## src/rtl/usb_tx_sequencer_if.sv

```systemverilog
// Signal bundle between the USB TX sequencer and its control registers, TX data buffer and serializer.
// The master modport is the sequencer's view; the slave modport is the surrounding environment.
interface usb_tx_sequencer_if #(
  parameter int MAX_BYTES = 64
);
  localparam int CW = $clog2(MAX_BYTES + 1);

  logic          tx_start;
  logic [2:0]    tx_packet;
  logic          tx_abort;
  logic [CW-1:0] buffer_occupancy;
  logic [7:0]    tx_packet_data;
  logic          get_tx_packet_data;
  logic [7:0]    byte_out;
  logic          byte_valid;
  logic          byte_ready;
  logic          eop_req;
  logic          eop_done;
  logic          tx_busy;
  logic          tx_done;
  logic          tx_error;

  modport master (
    input  tx_start, tx_packet, tx_abort, buffer_occupancy, tx_packet_data, byte_ready, eop_done,
    output get_tx_packet_data, byte_out, byte_valid, eop_req, tx_busy, tx_done, tx_error
  );

  modport slave (
    output tx_start, tx_packet, tx_abort, buffer_occupancy, tx_packet_data, byte_ready, eop_done,
    input  get_tx_packet_data, byte_out, byte_valid, eop_req, tx_busy, tx_done, tx_error
  );
endinterface

```

## src/rtl/usb_tx_sequencer.sv

```systemverilog
// USB full-speed TX packet sequencer: SYNC, PID, payload, optional CRC16, then EOP request.
// Define USB_TX_HW_CRC_EN to append a hardware CRC16; otherwise the payload is sent verbatim.
module usb_tx_sequencer #(
  parameter int MAX_BYTES = 64
) (
  input  logic               clk,
  input  logic               rst,
  usb_tx_sequencer_if.master tx_if
);
  localparam int CW = $clog2(MAX_BYTES + 1);

  typedef enum logic [2:0] {
    S_IDLE, S_SYNC, S_PID, S_DATA, S_CRC_LO, S_CRC_HI, S_EOP, S_DONE
  } state_e;

  state_e        r_state, w_state_nxt;
  logic [2:0]    r_pkt, w_pkt_nxt;
  logic [CW-1:0] r_count, w_count_nxt;
  logic          r_tx_error, w_tx_error_nxt;
  logic [7:0]    w_byte_out;
  logic          w_byte_valid;
  logic          w_accept;
  logic          w_start_ok;
  logic          w_is_data;
  logic [3:0]    w_pid;
  state_e        w_after_data;

`ifdef USB_TX_HW_CRC_EN
  logic [15:0] r_crc, w_crc_nxt;

  // Bit-reflected CRC16 (poly 0x8005), data consumed LSB first.
  function automatic logic [15:0] crc16_byte(input logic [15:0] crc, input logic [7:0] data);
    logic [15:0] c;
    c = crc;
    for (int i = 0; i < 8; i++) begin
      c = (c[0] ^ data[i]) ? ((c >> 1) ^ 16'hA001) : (c >> 1);
    end
    return c;
  endfunction

  assign w_after_data = S_CRC_LO;
`else
  assign w_after_data = S_EOP;
`endif

  function automatic logic [3:0] pid_of(input logic [2:0] code);
    case (code)
      3'd1:    return 4'h3;
      3'd2:    return 4'hB;
      3'd3:    return 4'h2;
      3'd4:    return 4'hA;
      3'd5:    return 4'hE;
      default: return 4'h0;
    endcase
  endfunction

  assign w_pid        = pid_of(r_pkt);
  assign w_is_data    = (r_pkt == 3'd1) || (r_pkt == 3'd2);
  assign w_start_ok   = (tx_if.tx_packet >= 3'd1) && (tx_if.tx_packet <= 3'd5);
  assign w_byte_valid = (r_state == S_SYNC) || (r_state == S_PID) || (r_state == S_DATA) ||
                        (r_state == S_CRC_LO) || (r_state == S_CRC_HI);
  assign w_accept     = w_byte_valid && tx_if.byte_ready;

  assign tx_if.byte_valid         = w_byte_valid;
  assign tx_if.byte_out           = w_byte_out;
  assign tx_if.get_tx_packet_data = (r_state == S_DATA) && w_accept;
  assign tx_if.eop_req            = (r_state == S_EOP);
  assign tx_if.tx_busy            = (r_state != S_IDLE);
  assign tx_if.tx_done            = (r_state == S_DONE);
  assign tx_if.tx_error           = r_tx_error;

  always_ff @(posedge clk or posedge rst) begin
    // NOTE: non-blocking assignments so every register samples pre-edge values regardless of statement order.
    if (rst) begin
      r_state    <= S_IDLE;
      r_pkt      <= 3'd0;
      r_count    <= '0;
      r_tx_error <= 1'b0;
`ifdef USB_TX_HW_CRC_EN
      r_crc      <= 16'hFFFF;
`endif
    end else begin
      r_state    <= w_state_nxt;
      r_pkt      <= w_pkt_nxt;
      r_count    <= w_count_nxt;
      r_tx_error <= w_tx_error_nxt;
`ifdef USB_TX_HW_CRC_EN
      r_crc      <= w_crc_nxt;
`endif
    end
  end

  always_comb begin
    // NOTE: every signal gets a default first so no path through the case infers a latch.
    w_state_nxt    = r_state;
    w_pkt_nxt      = r_pkt;
    w_count_nxt    = r_count;
    w_tx_error_nxt = 1'b0;
    w_byte_out     = 8'h00;
`ifdef USB_TX_HW_CRC_EN
    w_crc_nxt      = r_crc;
`endif

    case (r_state)
      S_IDLE: begin
        // A simultaneous abort cancels the start silently.
        if (tx_if.tx_start && !tx_if.tx_abort) begin
          if (w_start_ok) begin
            w_pkt_nxt   = tx_if.tx_packet;
            w_count_nxt = ((tx_if.tx_packet == 3'd1) || (tx_if.tx_packet == 3'd2)) ?
                          tx_if.buffer_occupancy : '0;
`ifdef USB_TX_HW_CRC_EN
            w_crc_nxt   = 16'hFFFF;
`endif
            w_state_nxt = S_SYNC;
          end else begin
            w_tx_error_nxt = 1'b1;
          end
        end
      end
      S_SYNC: begin
        w_byte_out = 8'h80;
        if (w_accept) w_state_nxt = S_PID;
      end
      S_PID: begin
        w_byte_out = {~w_pid, w_pid};
        if (w_accept) begin
          if (!w_is_data)           w_state_nxt = S_EOP;
          else if (r_count == '0)   w_state_nxt = w_after_data;
          else                      w_state_nxt = S_DATA;
        end
      end
      S_DATA: begin
        w_byte_out = tx_if.tx_packet_data;
        if (w_accept) begin
          w_count_nxt = r_count - CW'(1);
`ifdef USB_TX_HW_CRC_EN
          w_crc_nxt   = crc16_byte(r_crc, tx_if.tx_packet_data);
`endif
          if (r_count == CW'(1)) w_state_nxt = w_after_data;
        end
      end
`ifdef USB_TX_HW_CRC_EN
      S_CRC_LO: begin
        w_byte_out = ~r_crc[7:0];
        if (w_accept) w_state_nxt = S_CRC_HI;
      end
      S_CRC_HI: begin
        w_byte_out = ~r_crc[15:8];
        if (w_accept) w_state_nxt = S_EOP;
      end
`endif
      S_EOP: begin
        if (tx_if.eop_done) w_state_nxt = S_DONE;
      end
      S_DONE: begin
        w_state_nxt = S_IDLE;
      end
      default: begin
        w_state_nxt = S_IDLE;
      end
    endcase

    // Commands arriving mid-packet never disturb it; abort overrides everything else.
    if (r_state != S_IDLE) begin
      if (tx_if.tx_start) w_tx_error_nxt = 1'b1;
      if (tx_if.tx_abort) begin
        w_state_nxt    = S_IDLE;
        w_tx_error_nxt = 1'b1;
      end
    end
  end
endmodule

```

## src/flat_wrapper.sv

```systemverilog
// flat-port wrapper written by rule: the top's interface ports become plain ports
module usb_tx_sequencer_flat 
#(
  parameter int MAX_BYTES = 64
)
  (clk, rst, tx_if_tx_start, tx_if_tx_packet, tx_if_tx_abort, tx_if_buffer_occupancy, tx_if_tx_packet_data, tx_if_byte_ready, tx_if_eop_done, tx_if_get_tx_packet_data, tx_if_byte_out, tx_if_byte_valid, tx_if_eop_req, tx_if_tx_busy, tx_if_tx_done, tx_if_tx_error);
  usb_tx_sequencer_if #(.MAX_BYTES(MAX_BYTES)) tx_if_i ();
  input  logic clk;
  input  logic rst;
  input wire logic [$bits(tx_if_i.tx_start)-1:0] tx_if_tx_start;
  input wire logic [$bits(tx_if_i.tx_packet)-1:0] tx_if_tx_packet;
  input wire logic [$bits(tx_if_i.tx_abort)-1:0] tx_if_tx_abort;
  input wire logic [$bits(tx_if_i.buffer_occupancy)-1:0] tx_if_buffer_occupancy;
  input wire logic [$bits(tx_if_i.tx_packet_data)-1:0] tx_if_tx_packet_data;
  input wire logic [$bits(tx_if_i.byte_ready)-1:0] tx_if_byte_ready;
  input wire logic [$bits(tx_if_i.eop_done)-1:0] tx_if_eop_done;
  output wire logic [$bits(tx_if_i.get_tx_packet_data)-1:0] tx_if_get_tx_packet_data;
  output wire logic [$bits(tx_if_i.byte_out)-1:0] tx_if_byte_out;
  output wire logic [$bits(tx_if_i.byte_valid)-1:0] tx_if_byte_valid;
  output wire logic [$bits(tx_if_i.eop_req)-1:0] tx_if_eop_req;
  output wire logic [$bits(tx_if_i.tx_busy)-1:0] tx_if_tx_busy;
  output wire logic [$bits(tx_if_i.tx_done)-1:0] tx_if_tx_done;
  output wire logic [$bits(tx_if_i.tx_error)-1:0] tx_if_tx_error;
  assign tx_if_i.tx_start = tx_if_tx_start;
  assign tx_if_i.tx_packet = tx_if_tx_packet;
  assign tx_if_i.tx_abort = tx_if_tx_abort;
  assign tx_if_i.buffer_occupancy = tx_if_buffer_occupancy;
  assign tx_if_i.tx_packet_data = tx_if_tx_packet_data;
  assign tx_if_i.byte_ready = tx_if_byte_ready;
  assign tx_if_i.eop_done = tx_if_eop_done;
  assign tx_if_get_tx_packet_data = tx_if_i.get_tx_packet_data;
  assign tx_if_byte_out = tx_if_i.byte_out;
  assign tx_if_byte_valid = tx_if_i.byte_valid;
  assign tx_if_eop_req = tx_if_i.eop_req;
  assign tx_if_tx_busy = tx_if_i.tx_busy;
  assign tx_if_tx_done = tx_if_i.tx_done;
  assign tx_if_tx_error = tx_if_i.tx_error;
  usb_tx_sequencer #(.MAX_BYTES(MAX_BYTES)) u_core (.clk(clk), .rst(rst), .tx_if(tx_if_i));
endmodule
```

## config.mk

```make
export PLATFORM = sky130hd
export DESIGN_NAME = usb_tx_sequencer_flat
export DESIGN_NICKNAME = d
export VERILOG_FILES = /design/src/rtl/usb_tx_sequencer_if.sv /design/src/rtl/usb_tx_sequencer.sv /design/src/flat_wrapper.sv
export SDC_FILE = /design/constraint.sdc
export NUM_CORES = 1
export LEC_CHECK = 0
export CAP_MARGIN = 5
export CORE_UTILIZATION = 41
export DETAILED_ROUTE_END_ITERATION = 6
export PLACE_DENSITY = 0.81
export REMOVE_ABC_BUFFERS = 1
export SETUP_SLACK_MARGIN = 0.5
export SYNTH_ARGS = -nofsm -noshare
export SYNTH_HDL_FRONTEND = slang
export SYNTH_SLANG_ARGS = --single-unit
export TNS_END_PERCENT = 10
```

## constraint.sdc

```tcl
create_clock -name clk -period 1.66 [get_ports clk]
set_input_delay 0.332 -clock clk [delete_from_list [all_inputs] [get_ports clk]]
set_output_delay 0.332 -clock clk [all_outputs]
set_load 0.05 [all_outputs]
```

Word level (Yosys, flattened, before mapping) --
Index checks and enable logic that the tools add are counted.
Operators by class: reduce and logical (&&, ||, !) cells 17, eq/ne operators 18, muxes and demuxes 25, add/sub/neg operators 1, magnitude comparators 2, bitwise gates (word level) 1
Operators with widths (count):
- 3-bit two-way mux | 11
- 7-bit two-way mux | 4
- 8-bit case mux with 3 select lines | 1
- 4-bit case mux with 5 select lines | 1
- 3-bit equality test (second input constant) | 6
- 3-bit by 2-bit equality test with 1-bit output (second input constant) | 5
- 3-bit case mux with 5 select lines | 1
- 7-bit case mux with 2 select lines | 1
- 3-bit by 1-bit equality test with 1-bit output (second input constant) | 3
- 7-bit by 1-bit equality test with 1-bit output (second input constant) | 1
- 7-bit logical NOT | 1
- 7-bit by 1-bit subtractor with 7-bit output (second input constant) | 1
- 1-bit logical OR | 6
- 1-bit two-way mux | 6
- 2-bit by 1-bit != test with 1-bit output (second input constant) | 3
- 1-bit logical AND | 4
- 4-bit NOT | 1
- 4-bit AND reduction | 1
- 3-bit by 1-bit greater-or-equal comparator with 1-bit output (second input constant) | 1
- 3-bit less-or-equal comparator (second input constant) | 1
- 3-bit logical NOT | 1
- 3-bit AND reduction | 1
- 3-bit nonzero test | 1
- 2-bit nonzero test | 1
- 1-bit logical NOT | 1
Storage, ports and cells: bits in registers 14, bits of input ports 24, logic and storage cells 68, output and inout bits 14

Longest topological paths before layout --
depth in word-level cells 10, mapped depth 7, mapped depth without buffers 5

Least setup slack after synthesis --
No wires, ideal clock.
kind flip-flop to output port, start reg u_core.r_state[0], end out tx_if_byte_out[2], stages on the path, launching flop included 5, setup slack -0.562 ns, path buffers 1, arrival time 1.890 ns, required time 1.328 ns, path through dfrtp_1 > buf_2 > nor2b_1 > nand2b_1 > o21ai_0
On the way: word-level cells in the longest chain between the ends 2, elaborated cells between the ends (all ways) 4, those cells by class eq/ne (3); mux (1)
RTL lines:
- start: declaration | RTL line usb_tx_sequencer.sv:16 | state_e r_state, w_state_nxt;
- start signal: assignment | RTL line usb_tx_sequencer.sv:83 | r_state <= w_state_nxt;
- 3-bit by 2-bit equality test with 1-bit output or 3-bit by 1-bit equality test with 1-bit output (tied branches) | RTL line usb_tx_sequencer.sv:104 | case (r_state)
- 8-bit case mux with 3 select lines (*) | RTL line usb_tx_sequencer.sv:104
- end: declaration | RTL line flat_wrapper.sv:18 | output wire logic [$bits(tx_if_i.byte_out)-1:0] tx_if_byte_out;
Mark *: on every way between the ends. The rest lies on a longest branch, timed or not.

Worst setup path after layout --
start reg u_core.r_pkt[1], end out tx_if_byte_out[7]
On the way: word-level cells in the longest chain between the ends 4, elaborated cells between the ends (all ways) 8, those cells by class eq/ne (5); mux (2); bitwise (1)
RTL lines:
- start: declaration | RTL line usb_tx_sequencer.sv:17 | logic [2:0] r_pkt, w_pkt_nxt;
- start signal: assignment | RTL line usb_tx_sequencer.sv:84 | r_pkt <= w_pkt_nxt;
- 3-bit equality test (tied with other cells) | RTL line usb_tx_sequencer.sv:47 | case (code)
- 4-bit case mux with 5 select lines (*) | RTL line usb_tx_sequencer.sv:47
- 4-bit NOT (*) | RTL line usb_tx_sequencer.sv:126 | w_byte_out = {~w_pid, w_pid};
- 8-bit case mux with 3 select lines (*) | RTL line usb_tx_sequencer.sv:104
Marked as above.

==> results.json <==
{
  "hold_path_class": "input pin to async pin",
  "hold_buffers": 0,
  "path_class": "flop to output pin",
  "grt_max_degree": 15,
  "synth_ff_type": "dfrtp_1",
  "netlist_area_um2": 1130,
  "yosysSeqAreaShare": 0.310,
  "ir_worst_vdd_uv": 1260,
  "layout-drive-gt1-share": 0.382,
  "grt_usage": 0.270,
  "violations": "setup timing",
  "grt.met2_usage": 0.522,
  "cts_tree": "yes",
  "cp-end-kind": "output pin",
  "core.rowCount": 18,
  "syn2layout_area_growth_pct": 78.2,
  "chipWidth_um": 54.5,
  "power.total_mw": 2.49,
  "die-height_um": 54.5,
  "clock_path_buffers": 2,
  "vias": 1403,
  "top_usage_layer": "met2",
  "wirelength_mm": 4.08,
  "finalSetupViolations": 10,
  "avgRoutedWirePerCell_um": 17.8,
  "core_um2": 2540,
  "nNetsFinal": 228,
  "grt_pass1_vias": 1279,
  "start_util": 0.443,
  "finalHoldViolCount": 0,
  "via_per_inst": 6.13,
  "fin_skew_ps": 2.28,
  "grt-ovfl-total": 0,
  "clock_latency_ps": 280,
  "die_area_um2": 2970,
  "layout_setup_ws_ps": -414,
  "htree_levels": 1,
  "first_iter_violations": 23,
  "dpl.hpwl_mm": 2.66,
  "yosysWarnings": 0,
  "rsz0062_at_grt": "true",
  "drv_slew": 0,
  "cp.required_ps": 1330,
  "status": "finished, violations left",
  "clock-root-buffer": "clkbuf_4",
  "met3_usage": 0.0444,
  "avgSynthCellArea_um2": 8.18,
  "grt_use_met1": 0.301,
  "cts.sinks": 14,
  "place_congestion": 0.908,
  "ant_nets": 0,
  "fmax_mhz": 482,
  "period_minus_slack_ps": 2070,
  "antenna_found_initial": 0,
  "async_flop_share": 1.00,
  "ys_seq_elements": 14,
  "dpl.cell_count": 222,
  "start_kind": "flop",
  "fin_cells": 229,
  "relSlewSlack": 0.618,
  "io_buffer_count": 37,
  "synth_edf_count": 0,
  "io_pins": 38,
  "arrival_ps": 1740,
  "grt_pass1_wl_mm": 5.66,
  "leakage_nw": 0.871,
  "num_antenna_cells": 0,
  "clk_pin_slew_ps": 80,
  "ys_types": 48,
  "critPathMaxFanout": 3,
  "drt_first_pass_iters": 4,
  "finalCritPeriodShare": 1.25,
  "tightest_slew_ps": 572,
  "holdWs_ps": 397,
  "cap_violations": 0,
  "drc": 0,
  "cts_made_buffers": 3,
  "cellPowerDensity_nw_per_um2": 1240,
  "synthCells": 138
}
==> placed cells by master (no fill, tap or decap), types with 3 or more instances in the layout <==
cell type | synthesis | routed
a21oi_1 | 8 | 5
a22o_1 | 4 | 4
a31oi_1 | 5 | 5
buf_12 | 0 | 13
buf_4 | 0 | 26
buf_6 | 1 | 4
clkbuf_4 | 0 | 3
clkdlybuf4s50_1 | 0 | 20
dfrtp_1 | 14 | 11
dfrtp_2 | 0 | 3
dlymetal6s2s_1 | 0 | 3
ha_1 | 3 | 3
inv_1 | 9 | 7
inv_2 | 1 | 3
nand2_1 | 12 | 11
nand3_1 | 8 | 8
nand4_1 | 3 | 3
nor2_1 | 6 | 5
nor3_1 | 6 | 3
o21ai_0 | 7 | 4
o22ai_1 | 4 | 3
==> critical path, stage by stage, from the launching register on <==
cell	delay (ps)
dfrtp_1	420
nor3b_1	170
a21o_1	190
or3_4	350
a21oi_4	180
buf_12	150
==> per-layer routing <==
layer,routed length (µm),vias to the layer above
met1,1500,677
met5,0,-
li1,-,641
met4,87,0
met3,293,13
met2,2200,72
==> stage by stage <==
step / setup WS [ps] / util / area [µm²] / TNS [ps]
global route: -443 / 0.790 / 2010 / -2530
global placement: -215 / 0.713 / 1810 / -1580
finish: -414 / 0.790 / 2010 / -1960
CTS: -352 / 0.758 / 1930 / -1400
floorplan: -535 / - / 1080 / -4180
detailed placement: -235 / 0.713 / 1810 / -1860
==> final timing paths <==
kind,start,to,slack (ps),cells past startpoint
max,u_core.r_pkt[1],tx_if_byte_out[7],-410,5
min in group clk,tx_if_tx_packet[2],u_core.r_pkt[1],420,3
max reg2reg,u_core.r_pkt[1],u_core.r_state[0],20,7
min reg2reg,u_core.r_count[6],u_core.r_count[6],600,2
min,rst,u_core.r_pkt[0],400,2
max in group asynchronous,rst,u_core.r_state[0],860,2
==> cell families (layout without fill, tap and decap cells) <==
logic type                 count (synthesis)  count (layout)  synth area share
AOI/OAI and AO/OA                         45              45             0.288
xor gates and xnor gates                   2               2            0.0155
adders and majority gates                  3               3            0.0333
and+or+nand+nor                           54              55             0.269
DFF                                       14              14             0.310
buffers and inverters                     19              79            0.0732
muxes                                      1               1           0.00998
==> state kept, by name (all words and copies together) (netlist names) <==
name	flops
u_core.r_count	7
u_core.r_state	3
u_core.tx_if.tx_error	1
u_core.r_pkt	3
==> Yosys cell counts, drive strengths merged (2+ instances only) <==
master   n  area share
nand2   12       0.040
nand3    8       0.035
nor4     2       0.017
a32oi    2       0.016
nor3     7       0.041
and2     2       0.011
nand4    3       0.017
clkbuf   5       0.017
o22ai    4       0.022
o21ai    8       0.035
buf      4       0.023
a22o     4       0.031
nand3b   2       0.013
inv     10       0.033
a21o     2       0.013
dfrtp   14        0.31
nand2b   2       0.011
a21oi    9       0.043
nor2     7       0.026
ha       3       0.033
xnor2    2       0.016
nor3b    2       0.013
a31oi    5       0.028
and3     2       0.011
==> layout make-up <==
cell class | count | area, µm²
fill | 161 | 534
inverter | 10 | 37.5
multi-input combinational | 106 | 821
clock buffer | 3 | 22.5
tap | 30 | 37.5
sequential | 14 | 354
timing repair buffer | 66 | 738
==> where the power goes <==
| group | internal, mW | leakage, nW | switching (mW) | total [mW] |
|---|---|---|---|---|
| clock network | 0.0842 | 0.0138 | 0.114 | 0.199 |
| logic | 0.809 | 0.682 | 0.889 | 1.70 |
| registers | 0.445 | 0.175 | 0.148 | 0.593 |
| total | 1.34 | 0.871 | 1.15 | 2.49 |
==> timing repair <==
item                       4_1_cts  5_1_grt
hold endpoints to repair         0        0
gates resized for setup         23       14
setup endpoints to repair       27       27
pin swaps                        8        8
setup buffers                    2        1
cloned                           1        0
(Power assumes the default switching activity.)
